## src/rtl/multicycle_controller.sv

```systemverilog
// Control FSM for the multicycle RV32I core.
// Each state lasts one cycle. The datapath strobes and mux selects are decoded
// from the current state. Write strobes are held low while reset is high, so an
// aborted instruction cannot perform a partial write.
module multicycle_controller (
  input  logic       clk,
  input  logic       reset,
  input  logic [6:0] op_code,
  input  logic [2:0] funct3,
  input  logic [6:0] funct7,
  input  logic       Zero,
  input  logic       ALUResultLSB,
  output logic       adr_src,
  output logic       mem_write,
  output logic       IR_write,
  output logic       reg_write,
  output logic       PC_write,
  output logic [1:0] result_src,
  output logic [1:0] alu_src_a,
  output logic [1:0] alu_src_b,
  output logic [2:0] imm_src,
  output logic [3:0] alu_control,
  output logic [3:0] fsm_state
);

  typedef enum logic [3:0] {
    FETCH0    = 4'd0,
    FETCH1    = 4'd1,
    DECODE    = 4'd2,
    MEM_ADR   = 4'd3,
    MEM_READ  = 4'd4,
    MEM_WAIT  = 4'd5,
    MEM_WB    = 4'd6,
    MEM_WRITE = 4'd7,
    EXEC_R    = 4'd8,
    EXEC_I    = 4'd9,
    ALU_WB    = 4'd10,
    BRANCH    = 4'd11,
    JAL_LINK  = 4'd12,
    JUMP      = 4'd13,
    JALR_ADR  = 4'd14,
    UPPER     = 4'd15
  } state_t;

  localparam logic [6:0] OP_LOAD   = 7'b0000011;
  localparam logic [6:0] OP_STORE  = 7'b0100011;
  localparam logic [6:0] OP_R      = 7'b0110011;
  localparam logic [6:0] OP_I      = 7'b0010011;
  localparam logic [6:0] OP_BRANCH = 7'b1100011;
  localparam logic [6:0] OP_JAL    = 7'b1101111;
  localparam logic [6:0] OP_JALR   = 7'b1100111;
  localparam logic [6:0] OP_LUI    = 7'b0110111;
  localparam logic [6:0] OP_AUIPC  = 7'b0010111;

  localparam logic [2:0] IMM_I = 3'b000;
  localparam logic [2:0] IMM_S = 3'b001;
  localparam logic [2:0] IMM_B = 3'b010;
  localparam logic [2:0] IMM_J = 3'b011;
  localparam logic [2:0] IMM_U = 3'b100;

  localparam logic [3:0] ALU_ADD  = 4'b0000;
  localparam logic [3:0] ALU_SUB  = 4'b0001;
  localparam logic [3:0] ALU_AND  = 4'b0010;
  localparam logic [3:0] ALU_OR   = 4'b0011;
  localparam logic [3:0] ALU_XOR  = 4'b0100;
  localparam logic [3:0] ALU_SLL  = 4'b0101;
  localparam logic [3:0] ALU_SRL  = 4'b0110;
  localparam logic [3:0] ALU_SRA  = 4'b0111;
  localparam logic [3:0] ALU_SLT  = 4'b1000;
  localparam logic [3:0] ALU_SLTU = 4'b1001;

  state_t state_q, state_d;
  logic   branch_taken;
  logic   funct7_unused;

  // Only funct7[5] selects SUB/SRA; the other bits are ignored.
  assign funct7_unused = ^{funct7[6], funct7[4:0]};
  assign fsm_state     = state_q;

  // ALU operation for register and immediate arithmetic. funct7[5] selects SUB
  // only for register ops, because ADDI has no SUB form.
  function automatic logic [3:0] alu_op_decode(input logic [2:0] f3,
                                               input logic       f7b5,
                                               input logic       is_reg);
    logic [3:0] op;
    case (f3)
      3'b000:  op = (is_reg && f7b5) ? ALU_SUB : ALU_ADD;
      3'b001:  op = ALU_SLL;
      3'b010:  op = ALU_SLT;
      3'b011:  op = ALU_SLTU;
      3'b100:  op = ALU_XOR;
      3'b101:  op = f7b5 ? ALU_SRA : ALU_SRL;
      3'b110:  op = ALU_OR;
      default: op = ALU_AND;
    endcase
    return op;
  endfunction

  // Branch outcome from the ALU flags. funct3 010/011 are not branches and are
  // never taken.
  always_comb begin
    branch_taken = 1'b0;
    case (funct3)
      3'b000:          branch_taken = Zero;
      3'b001:          branch_taken = !Zero;
      3'b100, 3'b110:  branch_taken = ALUResultLSB;
      3'b101, 3'b111:  branch_taken = !ALUResultLSB;
      default:         branch_taken = 1'b0;
    endcase
  end

  // Next-state sequencing. The opcode comes from the latched IR, so it stays
  // stable after DECODE.
  always_comb begin
    state_d = FETCH0;
    case (state_q)
      FETCH0:   state_d = FETCH1;
      FETCH1:   state_d = DECODE;
      DECODE: begin
        case (op_code)
          OP_LOAD, OP_STORE: state_d = MEM_ADR;
          OP_R:              state_d = EXEC_R;
          OP_I:              state_d = EXEC_I;
          OP_BRANCH:         state_d = BRANCH;
          OP_JAL:            state_d = JAL_LINK;
          OP_JALR:           state_d = JALR_ADR;
          OP_LUI, OP_AUIPC:  state_d = UPPER;
          default:           state_d = FETCH0;
        endcase
      end
      MEM_ADR:  state_d = op_code[5] ? MEM_WRITE : MEM_READ;
      MEM_READ: state_d = MEM_WAIT;
      MEM_WAIT: state_d = MEM_WB;
      EXEC_R, EXEC_I, UPPER: state_d = ALU_WB;
      JALR_ADR: state_d = JAL_LINK;
      JAL_LINK: state_d = JUMP;
      default:  state_d = FETCH0;
    endcase
  end

  // State register. A synchronous reset returns the FSM to FETCH0.
  always_ff @(posedge clk) begin
    if (reset) state_q <= FETCH0;
    else       state_q <= state_d;
  end

  // Decode the control outputs from the current state. Write strobes are gated
  // off while reset is high.
  always_comb begin
    adr_src     = 1'b0;
    mem_write   = 1'b0;
    IR_write    = 1'b0;
    reg_write   = 1'b0;
    PC_write    = 1'b0;
    result_src  = 2'd0;
    alu_src_a   = 2'd0;
    alu_src_b   = 2'd0;
    imm_src     = IMM_I;
    alu_control = ALU_ADD;
    case (state_q)
      FETCH1: begin
        IR_write   = 1'b1;
        PC_write   = 1'b1;
        result_src = 2'd2;
      end
      DECODE: begin
        // The branch or JAL target is computed here and held in ALU_out.
        alu_src_a = 2'd1;
        alu_src_b = 2'd1;
        if (op_code == OP_BRANCH)   imm_src = IMM_B;
        else if (op_code == OP_JAL) imm_src = IMM_J;
      end
      MEM_ADR: begin
        alu_src_a = 2'd2;
        alu_src_b = 2'd1;
        imm_src   = op_code[5] ? IMM_S : IMM_I;
      end
      MEM_READ, MEM_WAIT: adr_src = 1'b1;
      MEM_WB: begin
        result_src = 2'd1;
        reg_write  = 1'b1;
      end
      MEM_WRITE: begin
        adr_src   = 1'b1;
        mem_write = 1'b1;
      end
      EXEC_R: begin
        alu_src_a   = 2'd2;
        alu_control = alu_op_decode(funct3, funct7[5], 1'b1);
      end
      EXEC_I: begin
        alu_src_a   = 2'd2;
        alu_src_b   = 2'd1;
        alu_control = alu_op_decode(funct3, funct7[5], 1'b0);
      end
      UPPER: begin
        alu_src_a = op_code[5] ? 2'd3 : 2'd1;
        alu_src_b = 2'd1;
        imm_src   = IMM_U;
      end
      ALU_WB: reg_write = 1'b1;
      BRANCH: begin
        alu_src_a = 2'd2;
        if (!funct3[2])     alu_control = ALU_SUB;
        else if (!funct3[1]) alu_control = ALU_SLT;
        else                alu_control = ALU_SLTU;
        PC_write = branch_taken;
      end
      JAL_LINK: begin
        // Keep the ALU inputs steady so ALU_out still holds the jump target.
        reg_write  = 1'b1;
        result_src = 2'd3;
        alu_src_b  = 2'd1;
        if (op_code[3]) begin
          alu_src_a = 2'd1;
          imm_src   = IMM_J;
        end else begin
          alu_src_a = 2'd2;
        end
      end
      JALR_ADR: begin
        alu_src_a = 2'd2;
        alu_src_b = 2'd1;
      end
      JUMP: PC_write = 1'b1;
      default: ;
    endcase
    if (reset) begin
      mem_write = 1'b0;
      IR_write  = 1'b0;
      reg_write = 1'b0;
      PC_write  = 1'b0;
    end
  end

endmodule

```

## config.mk

```make
export PLATFORM = sky130hd
export DESIGN_NAME = multicycle_controller
export DESIGN_NICKNAME = d
export VERILOG_FILES = /design/src/rtl/multicycle_controller.sv
export SDC_FILE = /design/constraint.sdc
export NUM_CORES = 1
export LEC_CHECK = 0
export ABC_AREA = 1
export BUFFER_PORTS_ARGS = -buffer_cell sky130_fd_sc_hd__buf_2
export CAP_MARGIN = 20
export CORE_MARGIN = 10
export CORE_UTILIZATION = 37
export DETAILED_ROUTE_END_ITERATION = 16
export GPL_TIMING_DRIVEN = 0
export PLACE_DENSITY = 0.74
export SLEW_MARGIN = 0
export SYNTH_ARGS = -nofsm -noshare
export SYNTH_HDL_FRONTEND = slang
export SYNTH_SLANG_ARGS = --single-unit
```

## constraint.sdc

```tcl
create_clock -name clk -period 1.1 [get_ports clk]
set_input_delay 0.165 -clock clk [delete_from_list [all_inputs] [get_ports clk]]
set_output_delay 0.165 -clock clk [all_outputs]
set_load 0.02 [all_outputs]
```

==> impl_metrics.py <==
metrics = {
    "finish": {
        "fillers": 68,
        "fin_area_um2": 1570,
        "nets": 209,
        "fin_cells": 211,
        "seq_area_um2": 95.1,
        "multi_input_area_um2": 842,
        "largest_register_ffs": 4,
        "diodes": 0,
        "drive_above_1_share_pct": 68.8,
        "syn2layout_area_growth_pct": 139,
        "utilization_pct": 92.0,
    },
    "detailed_routing": {
        "detail-route-antenna-nets": 0,
        "remaining_drc_errors": 0,
        "route.met3.wl_um": 321,
        "viasPerCell": 5.87,
        "finalWirelength_um": 4470,
        "drt-met1-wl_um": 1640,
        "dr.pass1.iters": 4,
        "vias": 1238,
        "drt-initial-drc-count": 76,
        "wl_met2_um": 2220,
        "wire_per_inst_um": 21.2,
        "highest_layer": "met4",
    },
    "yosys": {
        "ys_seq_area_share_pct": 12.2,
        "netlist_instances": 128,
        "ys.warnings.count": 0,
        "synthesis.nets": 149,
        "ys_types": 26,
        "avgSynthCellArea_um2": 5.14,
        "ys_ff_latch": 4,
        "syn_area_um2": 658,
    },
    "setup_path": {
        "r2r-start": "fsm_state[2]$_SDFF_PP0_",
        "rrSetupSlack_ns": -0.29,
        "endpoint_kind": "primary output",
        "cp.arrival_ns": 1.40,
        "critPathLaunchType": "flop",
        "cpPeakStageDelay_ns": 0.37,
        "regToRegEndpoint": "fsm_state[3]$_SDFF_PP0_",
        "crit_chain": "inv_4, nand2_8, buf_4, inv_6, nand2_8, o31ai_4, buf_6",
        "crit_top_cell": "nand2_8",
        "cp.required_ns": 0.94,
        "worst_path_max_delay_cell": "dfxtp_4",
        "crit_fanout": 5,
        "worst-setup-path-type": "flop to primary output",
        "ff2ff_path_depth": 9,
    },
    "sta": {
        "slew_headroom_pct": 54.3,
        "worst_pin_slew_ns": 0.686,
        "finalWorstSetupSlack_ns": -0.463,
        "rsz0062_at_grt": "yes",
        "period_share_pct": 142,
        "fin_crit_ns": 1.56,
        "setup_viol": 22,
        "drv_slew": 0,
        "fmax_mhz": 640,
        "final_hold_viol_count": 0,
        "clock_skew_ns": 0.00528,
    },
    "clocking": {
        "cts_hold_buffers": 0,
        "cts_tree": "yes",
        "clock-root-buffer": "clkbuf_4",
        "cts_max_path_buffers": 2,
        "clkLatencyLatePin_ns": 0.23,
        "clkTransAtPathRegs_ns": 0.04,
        "cts_buffers": 3,
        "clkSinkCount": 4,
        "htree_levels": 1,
    },
    "global_route": {
        "grt_pass1_wl_um": 4420,
        "grt_pass1_vias": 982,
        "grtUsageTotal_pct": 13.4,
        "antenna_found_initial": 0,
        "grt_overflow": 0,
        "grt_max_degree": 9,
    },
    "placement": {
        "dp_cells": 187,
        "dp_slack_ns": -0.354,
        "place_area_um2": 1060,
        "gp_congestion": 0.841,
        "io_buffers": 34,
        "hpwl_um": 1970,
    },
    "hold_path": {
        "hold_depth": 2,
        "min_to": "fsm_state[0]$_SDFF_PP0_",
        "hold_path.class": "input pin to flop",
        "hp-start": "reset",
    },
    "die": {
        "io_pins": 43,
        "die_y_um": 62.2,
        "die_x_um": 62.2,
        "start_util_pct": 38.5,
        "num_rows": 15,
        "core_area_um2": 1710,
        "die_area_um2": 3870,
    },
    "power": {
        "p_total_mw": 1.01,
        "powerDensity_nw_per_um2": 643,
        "p_leak_nw": 0.741,
        "max-vdd-ir-drop_mv": 0.755,
    },
    "status": {
        "violations": "negative setup slack",
        "status": "finished, violations left",
    },
    "job": {
        "max_cap_viol_count": 0,
    },
}
## Yosys cell counts
library cell,n,share of area (%)
a211oi_1,2,2.3
inv_2,10,5.7
a21oi_2,1,1.3
o21ai_0,3,2.3
o2111ai_1,2,2.7
nor2_2,4,3.8
nand2_1,39,22
o21ai_2,1,1.3
nand3_2,1,1.5
nand4_1,1,0.95
dfxtp_1,4,12
conb_1,1,0.57
nor2_1,18,10
o31ai_1,1,1.1
or2_2,1,0.95
nor2_4,1,1.7
inv_1,9,5.1
a21oi_1,10,7.6
o311ai_1,1,1.3
buf_4,1,1.1
nand2_2,4,3.8
o21ai_1,3,2.3
nor3_1,3,2.3
nand3_1,5,3.8
buf_1,1,0.57
o211ai_1,1,1.1
## worst max path at each step
stage / from / end / slack (ns) / cells after the start
floorplan: fsm_state[1]$_SDFF_PP0_ / alu_control[0] / -0.07 / 7
global placement: funct3[1] / PC_write / -0.34 / 9
detailed placement: funct3[1] / PC_write / -0.35 / 9
CTS: fsm_state[1]$_SDFF_PP0_ / PC_write / -0.39 / 5
global route: fsm_state[2]$_SDFF_PP0_ / alu_control[3] / -0.50 / 7
finish: fsm_state[2]$_SDFF_PP0_ / alu_control[3] / -0.46 / 7
## where the power goes
group,total [mW],switching [mW],internal (mW)
Sequential,0.191,0.0349,0.156
Combinational,0.645,0.379,0.266
Clock,0.175,0.0533,0.122
Total,1.01,0.468,0.543
## per-stage QoR
stage | hold slack [ns] | TNS (ns)
final | 0.427 | -7.45
after global placement | 0.613 | -2.32
after CTS | 0.359 | -5.88
after global routing | 0.472 | -8.42
after floorplan | 0.366 | -0.388
after detailed placement | 0.605 | -2.41
## final cells by class
type                            instances  area share (%)
Multi-Input combinational cell        103            53.6
Timing Repair Buffer                   55            29.0
Inverter                               19            7.25
Sequential cell                         4            6.05
Tap cell                               25            1.99
Clock buffer                            3            1.43
Buffer                                  2           0.717
## timing repair
item	CTS	global route
setup buffers	7	16
endpoints found under the setup margin	21	22
resized for setup	43	53
pin swaps	11	21
## metal layers
layer	track usage [%]	up-vias
met5	0	-
met3	2.69	36
met2	22.7	106
li1	-	538
met1	16.5	558
met4	3.43	0
## cells by family after synthesis
family | synth area share, %
AOI/OAI and AO/OA | 23.4
and+or+nand+nor | 51.3
buffers and inverters | 12.5
DFF | 12.2
other | 0.570
## worst max-delay path: cells and delay by family (launching register included)
| kind | cells | cell delay, ns |
|---|---|---|
| AOI/OAI and AO/OA | 1 | 0.19 |
| buffers and inverters | 4 | 0.46 |
| DFF | 1 | 0.37 |
| and+or+nand+nor | 2 | 0.15 |
## placed cells by master, fill, tap and decap left out, drive strengths merged, types with 2 or more instances in the layout
| master | n |
|---|---|
| a21oi | 11 |
| o21ai | 7 |
| buf | 57 |
| inv | 19 |
| nor3 | 3 |
| nor2 | 23 |
| o2111ai | 2 |
| nand2 | 43 |
| a211oi | 2 |
| dfxtp | 4 |
| clkbuf | 3 |
| nand3 | 6 |
(Power assumes the default switching activity.)
